File: src/rtl/matrix_key_scan_pkg.sv
// rtl/matrix_key_scan_pkg.sv - shared types and constants for the key matrix scanner
// Purpose: FSM state encoding, idle row/column patterns, key code width and
//          a row priority helper shared by the scanner files.
// Ports:   none (package).
package matrix_key_scan_pkg;

  typedef enum logic [2:0] {
    ST_IDLE         = 3'd0,
    ST_DEBOUNCE     = 3'd1,
    ST_SCAN         = 3'd2,
    ST_REPORT       = 3'd3,
    ST_WAIT_RELEASE = 3'd4
  } state_e;

  localparam logic [3:0] ROW_IDLE = 4'b1111;
  localparam logic [3:0] COL_ALL  = 4'b0000;
  localparam int         KEY_W    = 4;

  // Index of the lowest-numbered row that is pulled low (rows are active low).
  function automatic logic [1:0] lowest_low_row(input logic [3:0] rows);
    logic [1:0] r;
    r = 2'd0;
    for (int i = 3; i >= 0; i--) begin
      if (!rows[i]) r = 2'(i);
    end
    return r;
  endfunction

endpackage

File: src/rtl/matrix_key_scan_key_tick_gen.sv
// rtl/matrix_key_scan_key_tick_gen.sv - free-running scan tick divider
// Purpose: divides CLK by SCAN_DIV and emits a one-cycle tick on the last count.
// Ports:   CLK  - system clock
//          RST  - asynchronous active-high reset
//          tick - one-CLK pulse every SCAN_DIV cycles
module key_tick_gen #(
  parameter int SCAN_DIV = 25000
) (
  input  logic CLK,
  input  logic RST,
  output logic tick
);

  localparam int            CW   = (SCAN_DIV > 1) ? $clog2(SCAN_DIV) : 1;
  localparam logic [CW-1:0] LAST = CW'(SCAN_DIV - 1);

  logic [CW-1:0] cnt_q;
  logic [CW-1:0] cnt_d;

  always_comb begin
    tick  = (cnt_q == LAST);
    cnt_d = tick ? '0 : cnt_q + CW'(1);
  end

  always_ff @(posedge CLK or posedge RST) begin
    if (RST) cnt_q <= '0;
    else     cnt_q <= cnt_d;
  end

endmodule

File: src/rtl/matrix_key_scan.sv
// rtl/matrix_key_scan.sv - 4x4 key matrix scanner with debounce and key encoding
// Purpose: detects a press on an active-low 4x4 matrix, debounces it, scans the
//          columns to locate the key, reports it once, then waits for release.
// Ports:   CLK         - system clock
//          RST         - asynchronous active-high reset
//          ROW[3:0]    - row inputs, active low, asynchronous to CLK
//          COL[3:0]    - column drives, active low (registered)
//          KEY_Value   - last reported key code, row*4 + col
//          Value_en    - one-CLK strobe, KEY_Value valid in the same cycle
//          KEY_Pressed - high from the report cycle until release is qualified
module matrix_key_scan
  import matrix_key_scan_pkg::*;
#(
  parameter int SCAN_DIV       = 25000,
  parameter int DEBOUNCE_TICKS = 20
) (
  input  logic             CLK,
  input  logic             RST,
  input  logic [3:0]       ROW,
  output logic [3:0]       COL,
  output logic [KEY_W-1:0] KEY_Value,
  output logic             Value_en,
  output logic             KEY_Pressed
);

  localparam int            DW   = $clog2(DEBOUNCE_TICKS + 1);
  localparam logic [DW-1:0] DMAX = DW'(DEBOUNCE_TICKS);

  logic             tick;
  logic [3:0]       row_meta_q;
  logic [3:0]       rs_q;
  state_e           state_q, state_d;
  logic [DW-1:0]    dcnt_q, dcnt_d;
  logic [DW-1:0]    rcnt_q, rcnt_d;
  logic [1:0]       col_idx_q, col_idx_d;
  logic [3:0]       col_q, col_d;
  logic [KEY_W-1:0] key_value_q, key_value_d;
  logic             value_en_q, value_en_d;
  logic             key_pressed_q, key_pressed_d;

  key_tick_gen #(.SCAN_DIV(SCAN_DIV)) u_tick_gen (
    .CLK  (CLK),
    .RST  (RST),
    .tick (tick)
  );

  always_ff @(posedge CLK or posedge RST) begin
    if (RST) begin
      row_meta_q <= ROW_IDLE;
      rs_q       <= ROW_IDLE;
    end else begin
      row_meta_q <= ROW;
      rs_q       <= row_meta_q;
    end
  end

  always_comb begin
    state_d       = state_q;
    dcnt_d        = dcnt_q;
    rcnt_d        = rcnt_q;
    col_idx_d     = col_idx_q;
    key_value_d   = key_value_q;
    key_pressed_d = key_pressed_q;

    case (state_q)
      ST_IDLE: begin
        if (tick && (rs_q != ROW_IDLE)) begin
          dcnt_d  = '0;
          state_d = ST_DEBOUNCE;
        end
      end
      ST_DEBOUNCE: begin
        if (tick) begin
          if (rs_q == ROW_IDLE) begin
            state_d = ST_IDLE;
          end else begin
            if (dcnt_q != DMAX) dcnt_d = dcnt_q + DW'(1);
            if (dcnt_d == DMAX) begin
              col_idx_d = 2'd0;
              state_d   = ST_SCAN;
            end
          end
        end
      end
      ST_SCAN: begin
        // COL was updated right after the previous tick, so rs has settled
        // through the synchronizer by the time this tick samples it.
        if (tick) begin
          if (rs_q != ROW_IDLE) begin
            key_value_d = {lowest_low_row(rs_q), col_idx_q};
            state_d     = ST_REPORT;
          end else if (col_idx_q == 2'd3) begin
            state_d = ST_IDLE;
          end else begin
            col_idx_d = col_idx_q + 2'd1;
          end
        end
      end
      ST_REPORT: begin
        rcnt_d  = '0;
        state_d = ST_WAIT_RELEASE;
      end
      ST_WAIT_RELEASE: begin
        if (tick) begin
          if (rs_q != ROW_IDLE) begin
            rcnt_d = '0;
          end else begin
            if (rcnt_q != DMAX) rcnt_d = rcnt_q + DW'(1);
            if (rcnt_d == DMAX) begin
              key_pressed_d = 1'b0;
              state_d       = ST_IDLE;
            end
          end
        end
      end
      default: state_d = ST_IDLE;
    endcase

    // Outputs are registered from the next state so that Value_en, KEY_Value
    // and KEY_Pressed all change in the single cycle spent in REPORT.
    value_en_d = (state_d == ST_REPORT);
    if (state_d == ST_REPORT) key_pressed_d = 1'b1;
    col_d = (state_d == ST_SCAN) ? ~(4'b0001 << col_idx_d) : COL_ALL;
  end

  always_ff @(posedge CLK or posedge RST) begin
    if (RST) begin
      state_q       <= ST_IDLE;
      dcnt_q        <= '0;
      rcnt_q        <= '0;
      col_idx_q     <= 2'd0;
      col_q         <= COL_ALL;
      key_value_q   <= '0;
      value_en_q    <= 1'b0;
      key_pressed_q <= 1'b0;
    end else begin
      state_q       <= state_d;
      dcnt_q        <= dcnt_d;
      rcnt_q        <= rcnt_d;
      col_idx_q     <= col_idx_d;
      col_q         <= col_d;
      key_value_q   <= key_value_d;
      value_en_q    <= value_en_d;
      key_pressed_q <= key_pressed_d;
    end
  end

  assign COL         = col_q;
  assign KEY_Value   = key_value_q;
  assign Value_en    = value_en_q;
  assign KEY_Pressed = key_pressed_q;

endmodule
File: config.mk
export PLATFORM = sky130hd
export DESIGN_NAME = matrix_key_scan
export DESIGN_NICKNAME = d
export VERILOG_FILES = /design/src/rtl/matrix_key_scan_pkg.sv /design/src/rtl/matrix_key_scan_key_tick_gen.sv /design/src/rtl/matrix_key_scan.sv
export SDC_FILE = /design/constraint.sdc
export NUM_CORES = 1
export LEC_CHECK = 0
export BUFFER_PORTS_ARGS = -buffer_cell sky130_fd_sc_hd__buf_2
export CORE_ASPECT_RATIO = 0.8
export CORE_MARGIN = 3
export CORE_UTILIZATION = 30
export CTS_BUF_LIST = sky130_fd_sc_hd__clkbuf_8
export DETAILED_ROUTE_END_ITERATION = 8
export GPL_TIMING_DRIVEN = 0
export PLACE_DENSITY_LB_ADDON = 0.12
export SETUP_SLACK_MARGIN = 0.05
export SLEW_MARGIN = 20
export SYNTH_ARGS = -nofsm -noshare
export SYNTH_HDL_FRONTEND = slang
export SYNTH_SLANG_ARGS = --single-unit
File: constraint.sdc
create_clock -name CLK -period 2.9 [get_ports CLK]
set_input_delay 0.435 -clock CLK [delete_from_list [all_inputs] [get_ports CLK]]
set_output_delay 0.435 -clock CLK [all_outputs]
set_load 0.01 [all_outputs]
# After elaboration in Yosys (flattened, before gate mapping)
# Cells that the tools add are included.
[op_classes]
eq_ne = 19
addsub = 4
shifts = 1
n_reduce_logical = 11
n_bitwise = 1
muxes = 44
[ops]
columns = ["cell", "n"]
rows = [
  ["5-bit two-way mux", 13],
  ["3-bit two-way mux", 10],
  ["2-bit two-way mux", 10],
  ["5-bit one-hot mux with 2 select lines", 2],
  ["15-bit by 1-bit adder with 15-bit output (second input constant)", 1],
  ["15-bit == test (second input constant)", 1],
  ["15-bit two-way mux", 1],
  ["3-bit one-hot mux with 5 select lines", 1],
  ["3-bit by 2-bit == test with 1-bit output (second input constant)", 4],
  ["5-bit by 1-bit adder with 5-bit output (second input constant)", 2],
  ["5-bit == test (second input constant)", 2],
  ["2-bit inequality test (second input constant)", 5],
  ["5-bit inequality test (second input constant)", 2],
  ["2-bit nonzero test", 5],
  ["4-bit AND reduction", 2],
  ["1-bit two-way mux", 5],
  ["4-bit == test (second input constant)", 1],
  ["4-bit two-way mux", 1],
  ["4-bit inequality test (second input constant)", 1],
  ["4-bit NOT", 1],
  ["2-bit one-hot mux with 2 select lines", 1],
  ["1-bit by 2-bit << shifter with 4-bit output (first input constant)", 1],
  ["3-bit by 1-bit == test with 1-bit output (second input constant)", 1],
  ["3-bit == test (second input constant)", 1],
  ["6 further kinds", 6],
]
[totals]
register_bits = 48
out_inout_bits = 10
in_bits = 6

# Logic depth before layout (Yosys ltp)
# Gate-level depths: netlist of run 1.
[logic_depth]
word_depth = 13
depth_mapped = 8
mapped_depth_nobuf = 8

# Hierarchy
# From an unflattened synthesis of run 1, not the netlist that was laid out.
[hier_totals]
hier_cells = 234
hier_area_um2 = 2374.8
[modules_own_cells]
columns = ["mod", "cells_per_inst", "area_per_inst_um2", "seq_area_each_um2", "instances"]
rows = [
  ["matrix_key_scan", 169, 1669.1, 835.8, 1],
  ["key_tick_gen", 65, 705.7, 375.4, 1],
]

# Worst setup path before layout of run 1
# OpenSTA, ideal clock, no wires.
[synth_path]
path_kind = "flip-flop to flip-flop"
startpoint = "register dcnt_q[0]"
endpoint = "register col_q[1] (netlist: COL[1])"
arrival_time_ps = 1932
setup_slack_ps = 894
required_time_ps = 2827
setup_time_ps = 73
stages_incl_launch_ff = 9
synth_period_minus_slack_ps = 2006
path_buffers = 0
cell_sequence = "dfrtp_1 > inv_1 > ha_1 > nand4b_1 > mux2_1 > nand3_2 > or4_4 > a31o_1 > a21oi_2"
[synth_between]
elab_chain_len = 13
word_cells_on_any_way = 19
cone_classes = "1 x add/sub; 3 x eq/ne; 1 x shift; 13 x mux; 1 x bitwise"
[synth_lines]
columns = ["item", "line", "rtl"]
rows = [
  ["from (decl)", "matrix_key_scan.sv:33", "logic [DW-1:0] dcnt_q, dcnt_d;"],
  ["from (signal assigned)", "matrix_key_scan.sv:138", "dcnt_q <= dcnt_d;"],
  ["5-bit by 1-bit adder with 5-bit output or 5-bit inequality test (tied branches)", "matrix_key_scan.sv:77", "if (dcnt_q != DMAX) dcnt_d = dcnt_q + DW'(1);"],
  ["5-bit two-way mux (*)", "matrix_key_scan.sv:77", ""],
  ["5-bit two-way mux (*)", "matrix_key_scan.sv:74", "if (rs_q == ROW_IDLE) begin"],
  ["5-bit two-way mux (*)", "matrix_key_scan.sv:73", "if (tick) begin"],
  ["5-bit two-way mux (*)", "matrix_key_scan.sv:65", "case (state_q)"],
  ["5-bit == test (*)", "matrix_key_scan.sv:78", "if (dcnt_d == DMAX) begin"],
  ["branches (longest 6 deep; another with 3-bit one-hot mux with 5 select lines)", "-", ""],
  ["4-bit two-way mux (*)", "matrix_key_scan.sv:123", "col_d = (state_d == ST_SCAN) ? ~(4'b0001 << col_idx_d) : COL_ALL;"],
  ["net col_d[1]", "matrix_key_scan.sv:36", "logic [3:0] col_q, col_d;"],
  ["to (signal assigned)", "matrix_key_scan.sv:141", "col_q <= col_d;"],
  ["to (decl)", "matrix_key_scan.sv:36", ""],
]
# Mark *: on every way through the listed nets, which the timed path passes. The select of a mux whose other input is x is not followed.
# A chain may end at the register's enable or synchronous reset.

# Worst setup path in the final report of run 1
# Same ends and word-level chain as after synthesis.

==> results.md, run 1 <==
* Post-route clock skew at 0.01170 ns
* Avg Synthesized Cell Area at 10.44 µm²
* Worst hold path type: in -> async
* Nets in the synthesized netlist at 234
* Ports placed on the boundary at 16
* Max frequency at 439.2 MHz
* Flops & latches, synth at 48
* First-pass GRT wire length at 7921 µm
* EDFF count, synth at 0
* Dominant cell by count in the synthesized netlist: dfrtp_1
* Worst flop-to-flop path endpoint: COL[1]$_DFF_PP0_
* Count of maximum capacitance violations at 0
* Total die area at 8862 µm²
* Post-layout minimum cycle time at 2.277 ns
* Proportion of synthesized chip area in sequential cells at 0.5202
* Total global-route track usage at 0.1103
* Portion of the clock cycle consumed by the worst path in the final layout at 0.7852
* Final-layout fill cell count at 769
* TritonCTS buffer count at 5
* Total number of clock tree sinks at 48
* Count of unresolved DRC violations after routing at 0
* Total inserted antenna cells at 0
* Row count at 28
* Detail Placement HPWL at 3230 µm
* Residual antenna-violating net count after detailed routing at 0
* Worst slew margin relative to its limit at 0.6360
* Max FO, Critical Path at 7
* Startpoint of the worst setup timing path: dcnt_q[0]$_DFFE_PP0P_
* Data required, critical path at 3.14 ns
* Setup slack of the most critical reg-to-reg path at 0.62 ns
* Number of DRC violations after detailed-routing iteration 0 at 69
* Skew-Pair Late Insertion Delay at 0.30 ns
* Dominant register cell in the synthesized netlist: dfrtp_1
* Ratio of routed vias to standard cells at 4.616
* Clock transition time at the flip-flop clock pins of the worst setup and hold paths at 0.09 ns
* Sort of element at the end of the critical path: flop
* Number of antenna violations at the first check in global routing at 0
* Launching element type of the critical path: flop
* Hold-fix buffers at CTS at 0
* Most area-consuming cells after synthesis: dfrtp_1, dfstp_2, nand3_1, nor2_1, o21ai_0
* Hold Violations, Final at 0
* Count of pins over their slew limit at 0
* Detailed-route via count at 1625
* Count of mapped cells out of synthesis at 223
* Largest vdd supply drop at 0.2165 mV
* Post-Route Hold Slack at 0.1007 ns
* Root Driver: clkbuf_8
* Least-Margin Pin Slew at 0.5448 ns
* Via count of the first global-routing pass at 1595
* Total congestion overflow after global routing at 0
* Pin count of the biggest net entering global routing at 33
* Input/output buffers at 15
* Unrepaired setup endpoints after global routing: no
* Biggest area consumer among synthesized cells: dfrtp_1
* Nets@finish at 257
* Final setup violation count at 0
* Final Routed Wirelength at 4491 µm
* Synthesis Warnings at 0
* Worst setup path end: COL[1]$_DFF_PP0_
* Cell area after synthesis at 2328 µm²
* Starting density of the core at 0.3120
* Static power due to leakage at 1.205 nW
* Area share of the largest cell type after synthesis at 0.4299
* H-tree depth at 2
* Leading post-synthesis cells by instance count: dfrtp_1, nor2_1, nand2_1, nand3_1, o21ai_0
* Overall die height at 84.80 µm
* Count of different cell masters after synthesis at 51
* Number of gates resized after cts at 0
* Maximum clock insertion buffer count at 2
* Weighted congestion at the end of routability-driven global placement at 0.7398
* Status: finished, final reports clean
* Post-detailed-route wirelength per cell at 12.76 µm
* Share of layout cells above drive strength 1 at 0.2065
* Worst-case reg-to-reg path depth at 8
* CTS tree: done
* Core area at 7462 µm²
* Type of the worst setup path: reg -> reg
* Post-CTS setup repair buffer count at 0
* Reg-to-Reg Start: dcnt_q[0]$_DFFE_PP0P_
* Final TNS setup at 0 ns
* Overall die width at 104.5 µm
* Critical path data arrival time at 2.52 ns
* 1st-pass router iterations at 4
* Share of synthesized flip-flops with an asynchronous set or reset at 1.000
* Layout Area Growth over Synthesis at 13.22%
* PD cells at 413.9 nW/µm²
[state kept, by name (all words and copies together), names as in the netlist, 3 cells and up]
signal	cells
rcnt_q	5
u_tick_gen.cnt_q	15
state_q	3
dcnt_q	5
rs_q	4
KEY_Value	4
COL	4
row_meta_q	4
[layout by cell type (no fill, tap or decap), drive strengths merged, types with 8 or more instances in the layout]
master / n
nand3: 18
inv: 12
buf: 17
nand2: 18
dfstp: 8
nor2: 22
o21ai: 17
a21oi: 12
dfrtp: 40
[area by class of cell]
cell class	count	area, µm²	share of cell area
plain buffers	3	15.01	0.005695
clock buffers	5	68.82	0.02610
clock inverters	3	12.51	0.004746
inverters	10	37.54	0.01424
multi-input cells	162	1065	0.4039
flip-flops and latches	48	1211	0.4594
well taps	105	131.4	0.04983
repair buffers	16	95.09	0.03607
[through the flow]
stage                     cells  cell area [µm²]  total power [W]  utilization  setup WS, ns
final                       352             2636         0.001091       0.3533        0.6229
after global routing        352             2636         0.001139       0.3533        0.4828
after CTS                   352             2636         0.001111       0.3533        0.6223
after detailed placement    344             2555        0.0007196       0.3424        0.6495
after global placement      343             2535        0.0007161       0.3397        0.5596
after floorplan             223             2328        0.0007066            -        0.8944
[routing by layer]
metal | routed length, µm | GRT usage | up-vias
met2 | 1729 | 0.1524 | 22
met1 | 2527 | 0.1629 | 758
met5 | 0 | 0 | -
met4 | 75 | 0.04348 | 0
met3 | 158 | 0.02921 | 8
li1 | - | - | 837
[how the worst min path moves through the flow]
stage                                               end  slack [ns]  cells past startpoint
after floorplan                       rs_q[0]$_DFF_PP1_        0.35                      0
after global placement                rs_q[3]$_DFF_PP1_        0.35                      0
after detailed placement              rs_q[0]$_DFF_PP1_        0.35                      0
after CTS                 u_tick_gen.cnt_q[9]$_DFF_PP0_        0.11                      2
after global routing                   COL[0]$_DFF_PP0_        0.13                      2
final                     u_tick_gen.cnt_q[9]$_DFF_PP0_        0.10                      2
[worst max-delay path, cell delays in order (launching register included)]
cell,delay [ns]
dfrtp_1,0.46
inv_1,0.08
ha_1,0.19
nand4b_1,0.21
mux2_1,0.28
nand3_2,0.15
or4_4,0.46
a31o_1,0.24
a21oi_2,0.13
[power by group]
part / internal (W) / total, W / switching [W]
registers: 0.000679 / 0.000682 / 0.00000344
clock network: 0.000163 / 0.000386 / 0.000223
logic: 0.00000630 / 0.0000227 / 0.0000164
[kinds of logic after synthesis]
family / count (synthesis) / synth area share
and+or+nand+nor: 96 / 0.2424
DFF: 48 / 0.5201
AOI/OAI and AO/OA: 43 / 0.1150
buffers and inverters: 13 / 0.02257
xor gates and xnor gates: 12 / 0.04514
muxes: 6 / 0.02794
adders and majority gates: 5 / 0.02687
Note: power is estimated with default switching activity, not from simulation.
==> run 2, diff against run 1 <==
==> constraint.sdc (replaced) <==
create_clock -name CLK -period 1.9 [get_ports CLK]
set_input_delay 0.285 -clock CLK [delete_from_list [all_inputs] [get_ports CLK]]
set_output_delay 0.285 -clock CLK [all_outputs]
set_load 0.01 [all_outputs]
==> run 2 against run 1 <==
  * The flow now finishes with violations (setup timing)
  * Critical path depth unchanged
  * Register-to-register slack got worse by 0.72 ns
  * Combinational power increased by 62%
  * Hold slack lost 0.086 ns
  * Largest cell class is now multi-input gates
  * Largest power group unchanged
==> results.md, run 2 (synthesis gave the netlist of run 1 again) <==
* Status: finished with violations
* Failing checks: setup timing
* Detailed-route via count at 1691
* Sort of element at the end of the critical path: flop
* Skew-Pair Late Insertion Delay at 0.30 ns
* Residual antenna-violating net count after detailed routing at 0
* Worst flop-to-flop path endpoint: COL[1]$_DFF_PP0_
* Overall die width at 104.5 µm
* Multi-input gate area in the final layout at 1231 µm²
* Post-route non-filler standard cell count at 370
* Largest vdd supply drop at 0.3336 mV
* PD cells at 575.3 nW/µm²
* Commonest cells after routing, fill and taps aside: dfrtp_1, nor2_1, buf_4
* Leading cell type in the layout, fill and taps excluded: dfrtp_1
* Clock transition time at the flip-flop clock pins of the worst setup and hold paths at 0.09 ns
* Post-route clock skew at 0.005785 ns
* Critical-path cell with the highest stage delay: dfrtp_2
* Number of DRC violations after detailed-routing iteration 0 at 39
* Total power at 0.001712 W
* TritonCTS buffer count at 5
* Placed Instances at 344
* Delay of the slowest cell on the worst path at 0.45 ns
* Setup slack of the critical path after layout at -0.09984 ns
* Type of the worst setup path: reg -> reg
* Portion of the clock cycle consumed by the worst path in the final layout at 1.053
* Share of layout cells above drive strength 1 at 0.3774
* Instance area after placement at 2569 µm²
* Final TNS setup at -0.1913 ns
* Least-Margin Pin Slew at 0.6074 ns
* Final-layout fill cell count at 726
* Critical path's top delay family: simple AND/OR/NAND/NOR gates
* Core area at 7462 µm²
* Worst slew margin relative to its limit at 0.5933
* Count of pins over their slew limit at 0
* H-tree depth at 2
* Post-detailed-route wirelength per cell at 13.23 µm
* Crit path cell chain: inv_2, ha_4, nand4b_1, mux2_4, nand3_4, or4_4, a31o_1, a21oi_2
* Max frequency at 500.0 MHz
* Total global-route track usage at 0.1180
* Nets@finish at 275
* Max FFs per register at 15
* Critical path data arrival time at 2.24 ns
* Root Driver: clkbuf_8
* Depth of the critical timing path with buffers and inverters included at 8
* Maximum clock insertion buffer count at 2
* Reg-to-Reg Start: dcnt_q[0]$_DFFE_PP0P_
* Launching element type of the critical path: flop
* Post-layout minimum cycle time at 2.000 ns
* Final Routed Wirelength at 4895 µm
* Number of buffer and inverter stages on the critical path at 1
* Setup slack of the most critical reg-to-reg path at -0.1 ns
* Weighted congestion at the end of routability-driven global placement at 0.7257
* Count of unresolved DRC violations after routing at 0
* Hold Violations, Final at 0
* Worst hold path type: in -> async
* Finished Cell Area at 2975 µm²
* 1st-pass router iterations at 4
* Total die area at 8862 µm²
* First-pass GRT wire length at 8349 µm
* Overall die height at 84.80 µm
* Max FO, Critical Path at 5
* Detail Placement HPWL at 3224 µm
* Number of antenna violations at the first check in global routing at 0
* Via count of the first global-routing pass at 1685
* Ratio of routed vias to standard cells at 4.570
* Static power due to leakage at 1.320 nW
* CTS tree: done
* Seq. cell area at 1215 µm²
* Total number of clock tree sinks at 48
* Ports placed on the boundary at 16
* Final setup violation count at 3
* Input/output buffers at 15
* Total congestion overflow after global routing at 0
* Unrepaired setup endpoints after global routing: yes
* Top reg by flops: u_tick_gen.cnt_q
* Total inserted antenna cells at 0
* Starting density of the core at 0.3120
* Row count at 28
* Worst-case reg-to-reg path depth at 8
* Layout Area Growth over Synthesis at 27.78%
* Count of maximum capacitance violations at 0
* Pin count of the biggest net entering global routing at 26
* Largest registers: u_tick_gen.cnt_q: 15 flops, dcnt_q: 5 flops, rcnt_q: 5 flops
* Data required, critical path at 2.14 ns
==> run 2: cell count changes in the layout (fill, tap and decap cells not counted), sizes merged <==
cell	delta
inv	-2
clkbuf	-1
buf	+20
clkinv	+1
==> run 2: metrics by stage <==
step	hold slack, ns	util	setup WS (ns)
floorplan	0.2895	-	-0.08343
global placement	0.3464	0.3415	-0.2840
detailed placement	0.3468	0.3442	-0.2858
CTS	0.02857	0.3826	-0.09523
global route	0.04427	0.3987	-0.1690
finish	0.01507	0.3987	-0.09984
==> run 2: how the worst max path moves through the flow <==
stage,startpoint,slack (ns),to
3_3_place_gp,dcnt_q[0]$_DFFE_PP0P_,-0.28,COL[1]$_DFF_PP0_
4_1_cts,dcnt_q[0]$_DFFE_PP0P_,-0.1,COL[1]$_DFF_PP0_
3_5_place_dp,dcnt_q[0]$_DFFE_PP0P_,-0.29,COL[1]$_DFF_PP0_
2_1_floorplan,dcnt_q[0]$_DFFE_PP0P_,-0.08,COL[1]$_DFF_PP0_
6_report,dcnt_q[0]$_DFFE_PP0P_,-0.1,COL[1]$_DFF_PP0_
5_1_grt,u_tick_gen.cnt_q[0]$_DFF_PP0_,-0.17,COL[1]$_DFF_PP0_
==> run 2: cell type report <==
cell class	instances	area share
multi-input combinational	162	0.4138
sequential	48	0.4083
timing repair buffer	36	0.08621
tap	105	0.04415
clock buffer	6	0.02775
inverter	10	0.01262
buffer	1	0.003785
clock inverter	2	0.003364
==> run 2: power by group <==
group          switching (W)  total (W)  internal (W)  leakage, nW
combinational      0.0000266  0.0000367     0.0000101        0.646
clock               0.000341   0.000632      0.000291       0.0510
sequential        0.00000659    0.00104       0.00104        0.624
==> run 2: per-layer routing <==
metal | wire (µm) | share of wire | GRT usage
met1 | 2607 | 0.53 | 0.1761
met2 | 2071 | 0.42 | 0.1641
met3 | 156 | 0.032 | 0.02921
met4 | 60 | 0.012 | 0.04227
met5 | 0 | 0 | 0
==> run 2: what timing repair did <==
item | CTS | global route
cloned | 0 | 0
setup endpoints to repair | 17 | 22
pin swaps | 8 | 7
buffers inserted | 17 | 3
hold buffers | 0 | 0
gates resized for setup | 16 | 27
